==> src/rtl/data_select_arbiter.sv <==
`default_nettype none
// ============================================================================
// Module      : data_select_arbiter
// Description : Two-source A/B stream arbiter with burst locking, mux select
//               and a registered valid/ready output stage.
// Revision    : 1.0 - initial release
// ============================================================================
module data_select_arbiter #(
    parameter int DATA_W    = 8,
    parameter int MAX_BURST = 4,
    parameter int CNT_W     = 3
) (
    input  logic              clk,
    input  logic              rst_n,
    input  logic [1:0]        cfg_mode,
    input  logic [DATA_W-1:0] data_a,
    input  logic              valid_a,
    output logic              ready_a,
    input  logic [DATA_W-1:0] data_b,
    input  logic              valid_b,
    output logic              ready_b,
    output logic              select,
    output logic [DATA_W-1:0] data_out,
    output logic              valid_out,
    input  logic              ready_in,
    output logic              busy
);

    localparam logic [1:0] c_st_idle    = 2'd0;
    localparam logic [1:0] c_st_grant_a = 2'd1;
    localparam logic [1:0] c_st_grant_b = 2'd2;

    localparam logic [1:0] c_mode_rr     = 2'b00;
    localparam logic [1:0] c_mode_fix_a  = 2'b01;
    localparam logic [1:0] c_mode_fix_b  = 2'b10;
    localparam logic [1:0] c_mode_prio_a = 2'b11;

    localparam logic [CNT_W-1:0] c_last_beat = CNT_W'(MAX_BURST - 1);

    logic [1:0]        r_state;
    logic [1:0]        w_state_nxt;
    logic              r_select;
    logic              r_last_a;
    logic [CNT_W-1:0]  r_count;
    logic [DATA_W-1:0] r_data_out;
    logic              r_valid_out;

    logic              w_in_a;
    logic              w_in_b;
    logic              w_room;
    logic              w_valid_x;
    logic [DATA_W-1:0] w_data_x;
    logic              w_accept;
    logic              w_last;
    logic              w_pick_a;
    logic              w_pick_b;

    assign w_in_a    = (r_state == c_st_grant_a);
    assign w_in_b    = (r_state == c_st_grant_b);
    assign w_room    = !r_valid_out || ready_in;
    assign ready_a   = w_in_a && w_room;
    assign ready_b   = w_in_b && w_room;
    assign w_valid_x = w_in_a ? valid_a : valid_b;
    assign w_data_x  = w_in_a ? data_a : data_b;
    assign w_accept  = (valid_a && ready_a) || (valid_b && ready_b);
    assign w_last    = (r_count == c_last_beat);

    assign select    = r_select;
    assign data_out  = r_data_out;
    assign valid_out = r_valid_out;
    assign busy      = (r_state != c_st_idle);

    always_comb begin
        w_state_nxt = r_state;
        w_pick_a    = 1'b0;
        w_pick_b    = 1'b0;
        case (r_state)
            c_st_idle: begin
                case (cfg_mode)
                    c_mode_rr: begin
                        // On a tie the source that did not hold the last grant wins
                        if (valid_a && valid_b) begin
                            w_pick_a = !r_last_a;
                            w_pick_b = r_last_a;
                        end else begin
                            w_pick_a = valid_a;
                            w_pick_b = valid_b;
                        end
                    end
                    c_mode_fix_a:  w_pick_a = valid_a;
                    c_mode_fix_b:  w_pick_b = valid_b;
                    c_mode_prio_a: begin
                        w_pick_a = valid_a;
                        w_pick_b = !valid_a && valid_b;
                    end
                    default: ;
                endcase
                if (w_pick_a) begin
                    w_state_nxt = c_st_grant_a;
                end else if (w_pick_b) begin
                    w_state_nxt = c_st_grant_b;
                end
            end
            c_st_grant_a, c_st_grant_b: begin
                if (!w_valid_x || (w_accept && w_last)) begin
                    w_state_nxt = c_st_idle;
                end
            end
            default: w_state_nxt = c_st_idle;
        endcase
    end

    always_ff @(posedge clk or negedge rst_n) begin
        if (!rst_n) begin
            r_state     <= c_st_idle;
            r_select    <= 1'b0;
            r_last_a    <= 1'b0;
            r_count     <= '0;
            r_data_out  <= '0;
            r_valid_out <= 1'b0;
        end else begin
            r_state <= w_state_nxt;
            if (r_state == c_st_idle) begin
                if (w_pick_a || w_pick_b) begin
                    r_select <= w_pick_a;
                    r_last_a <= w_pick_a;
                    r_count  <= '0;
                end
            end else if (w_accept && !w_last) begin
                // The final beat of a burst releases instead of counting on
                r_count <= r_count + 1'b1;
            end
            if (w_accept) begin
                r_data_out  <= w_data_x;
                r_valid_out <= 1'b1;
            end else if (r_valid_out && ready_in) begin
                r_valid_out <= 1'b0;
            end
        end
    end

endmodule
`default_nettype wire

==> config.mk <==
export PLATFORM = sky130hd
export DESIGN_NAME = data_select_arbiter
export DESIGN_NICKNAME = d
export VERILOG_FILES = /design/src/rtl/data_select_arbiter.sv
export SDC_FILE = /design/constraint.sdc
export NUM_CORES = 1
export LEC_CHECK = 0
export ABC_AREA = 1
export CAP_MARGIN = 20
export CORE_MARGIN = 2
export CORE_UTILIZATION = 38
export CTS_BUF_LIST = sky130_fd_sc_hd__clkbuf_16
export CTS_CLUSTER_SIZE = 12
export DETAILED_ROUTE_END_ITERATION = 6
export MAX_ROUTING_LAYER = met4
export PLACE_DENSITY = 0.81
export SKIP_CTS_REPAIR_TIMING = 1
export SLEW_MARGIN = 20
export SYNTH_ARGS = -nofsm -noshare
export SYNTH_HDL_FRONTEND = slang
export SYNTH_SLANG_ARGS = --single-unit
==> constraint.sdc <==
create_clock -name clk -period 1.5 [get_ports clk]
set_clock_uncertainty 0.1 [all_clocks]
set_input_delay 0.375 -clock clk [delete_from_list [all_inputs] [get_ports clk]]
set_output_delay 0.375 -clock clk [all_outputs]
set_load 0.05 [all_outputs]
==> results.sh, run 1 <==
export IMPL_grt_overflow=0
export IMPL_postRouteWirelength_mm=2.535
export IMPL_die_w_um=52.56
export IMPL_drive_above_1_share_pct=32.47
export IMPL_first_pass_iters=4
export IMPL_wl_met3_um=100
export IMPL_grt_max_degree=17
export IMPL_arrival_ps=1240
export IMPL_final_hold_viol_count=0
export IMPL_syn_nets=139
export IMPL_setup_tns_ps=-604.5
export IMPL_top_layer="met4"
export IMPL_status="finished, violations left"
export IMPL_drt_met1_wl_um=985
export IMPL_start_kind="flop"
export IMPL_maxSlewViolCount=0
export IMPL_critPathMaxFanout=3
export IMPL_cts_max_level=1
export IMPL_clock_sinks=15
export IMPL_ios=36
export IMPL_post_route_period_util_pct=114.6
export IMPL_power_density_nw_per_um2=2391
export IMPL_hpwl_mm=1.719
export IMPL_dr_total_vias=903
export IMPL_failed_checks="setup timing"
export IMPL_synth_area_leaders="dfrtp_1 (42%), nand2_1 (17%), ha_1 (7.0%)"
export IMPL_initial_core_util_pct=40.50
export IMPL_grt_pass1_wl_mm=3.946
export IMPL_rows=17
export IMPL_cp_required_ps=1020
export IMPL_cpPeakStageDelay_ps=400
export IMPL_critPathKind="flop to primary output"
export IMPL_clock_latency_ps=240
export IMPL_dr_wl_met2_mm=1.399
export IMPL_synth_seq_cells=15
export IMPL_routabilityCongestion=0.8413
export IMPL_cts_buffers=3
export IMPL_via_per_inst=4.962
export IMPL_synthCells=111
export IMPL_cts_tree="done"
export IMPL_syn_avg_cell_area_um2=8.071
export IMPL_grtUsageTotal_pct=19.69
export IMPL_crit_slowest_cell="dfrtp_1"
export IMPL_die_h_um=52.56
export IMPL_maxCapViolCount=0
export IMPL_rsz0062_at_grt="true"
export IMPL_core_area_um2=2212
export IMPL_max_slew_worst_pin_slew_ps=256.6
export IMPL_fin_nets=183
export IMPL_critical_path_top_delay_family="flip-flops"
export IMPL_fmax_mhz=581.6
export IMPL_vdd_ir_drop_max_uv=1561
export IMPL_antenna_left=0
export IMPL_port_buffers=35
export IMPL_area_growth_synth_to_final_pct=80.31
export IMPL_max_clock_path_buffers=2
export IMPL_finalSetupViolCount=6
export IMPL_cellLeakagePower_nw=0.7736
export IMPL_drc=0
export IMPL_drt_iter0_drc=10
export IMPL_nFillCells=155
export IMPL_yosysSeqAreaShare_pct=41.90
export IMPL_yosys_area_top_type="dfrtp_1"
export IMPL_num_antenna_cells=0
export IMPL_slew_headroom_pct=82.86
export IMPL_final_cells=182
export IMPL_die_area_um2=2762
export IMPL_yosys_warnings=0
export IMPL_syn_cell_area_um2=895.9
export IMPL_yosys_area_top_type_share_pct=41.90
export IMPL_synth_cell_types=17
export IMPL_grt_pass1_vias=900
export IMPL_cts_clk_slew_worst_paths_ps=50
export IMPL_crit_path_cell_trace="buf_6, ha_4, inv_4, nor2_4, buf_12"
export IMPL_cp_end_kind="primary output"
export IMPL_fin_ws_ps=-219.5
export IMPL_critical_path_buf_inv_count=3
export IMPL_hp_class="input port to async pin"
export IMPL_dp_cells=177
export IMPL_root_buffer="clkbuf_16"
export IMPL_antenna_found_initial=0
export IMPL_wl_per_cell_um=13.93
export IMPL_period_needed_ps=1720
[Yosys cell counts]
cell	number
a31oi_1	8
buf_12	1
buf_2	1
buf_6	1
dfrtp_1	15
ha_1	5
inv_1	9
inv_2	1
inv_6	1
nand2_1	40
nand2_4	3
nand3_1	9
nand3b_1	1
nand4_2	1
nor2_1	12
nor2_2	2
o21bai_4	1
[kinds of logic after synthesis]
family | synth area share, %
AO/OA/AOI/OAI | 7.682
AND/OR/NAND/NOR | 34.22
flip-flops | 41.90
buffers and inverters | 9.217
adder cells (fa/ha/maj) | 6.983
[through the flow]
step | area (um^2) | hold WS [ps] | setup WS, ps | utilization, % | total power, W
final | 1615 | 371.2 | -219.5 | 73.02 | 0.003862
after global routing | 1615 | 395.0 | -262.0 | 73.02 | 0.004096
after CTS | 1518 | 370.7 | -305.2 | 68.61 | 0.003657
after detailed placement | 1438 | 364.4 | -281.8 | 64.99 | 0.003116
after global placement | 1438 | 358.2 | -275.9 | 64.99 | 0.003051
after floorplan | 928.4 | -20.59 | -21.98 | - | 0.002130
[worst reg2reg max path, cell delays in order, from the launching register on]
cell	delay, ps
dfrtp_1	410
inv_2	120
ha_4	170
nand2_4	60
nand2_4	110
nand2_8	80
o21bai_4	160
nand2_2	90
nand2_1	60
nand2_1	50
[registers in the layout, indices dropped and copies added, names as in the netlist]
signal,count
r_state,2
r_count,3
r_last_a,1
valid_out,1
data_out,8
[cells in the final DEF, fill, tap and decap left out]
cell,n
inv_8,1
clkinv_2,1
ha_1,1
nand2_8,1
inv_4,1
nand4_4,1
dlymetal6s2s_1,3
clkdlybuf4s50_1,19
nand3_2,1
nand3_1,8
nand2_2,1
nor2_1,10
clkbuf_16,3
buf_6,2
nand2_1,37
ha_2,1
a31oi_1,8
buf_4,6
o21bai_4,1
nor2_2,2
nand2_4,4
dfrtp_2,1
clkinvlp_4,1
inv_1,3
dfrtp_1,14
buf_12,12
nand3b_1,1
nor2_4,2
ha_4,3
inv_2,5
[power breakdown]
| part | total, W | internal [W] | leakage, nW | switching [W] |
|---|---|---|---|---|
| Combinational | 0.00255 | 0.00116 | 0.557 | 0.00139 |
| Clock | 0.000515 | 0.000356 | 0.0409 | 0.000159 |
| Sequential | 0.000798 | 0.000598 | 0.176 | 0.000200 |
| Total | 0.00386 | 0.00211 | 0.774 | 0.00175 |
[layout make-up]
cell class	instances	area [um^2]	area share (%)
Inverter	11	55.05	3.408
Tap cell	28	35.03	2.169
Clock inverter	1	5.005	0.3098
Timing Repair Buffer	42	535.5	33.15
Multi-Input combinational cell	82	533.0	33.00
Clock buffer	3	75.07	4.648
Sequential cell	15	376.6	23.32
[per-layer routing]
| layer | GRT usage (%) | vias up |
|---|---|---|
| met2 | 33.54 | 27 |
| met1 | 22.84 | 427 |
| met4 | 9.829 | 0 |
| li1 | - | 441 |
| met5 | - | - |
| met3 | 2.286 | 8 |
[worst paths after layout]
check | start | endpoint | slack (ps) | cells past startpoint
min in group clk | r_count[2] | r_count[2] | 400 | 2
worst max register to register | r_state[0] | r_count[1] | -30 | 9
max in group asynchronous | rst_n | valid_out | 740 | 2
worst min-delay path | rst_n | data_out[6] | 370 | 2
worst min register to register | r_count[2] | r_count[2] | 400 | 2
worst max-delay path | r_state[0] | ready_a | -220 | 5
Note: power is estimated with default switching activity, not from simulation.
==> run 2, diff against run 1 <==
--- a/config.mk
+++ b/config.mk
@@ -6,6 +6,7 @@
 export NUM_CORES = 1
 export LEC_CHECK = 0
 export ABC_AREA = 1
+export ABC_CLOCK_PERIOD_IN_PS = 1500
 export CAP_MARGIN = 20
 export CORE_MARGIN = 2
 export CORE_UTILIZATION = 38
==> results of run 2 <==
Final layout, timing and power as in run 1 (identical DEF).
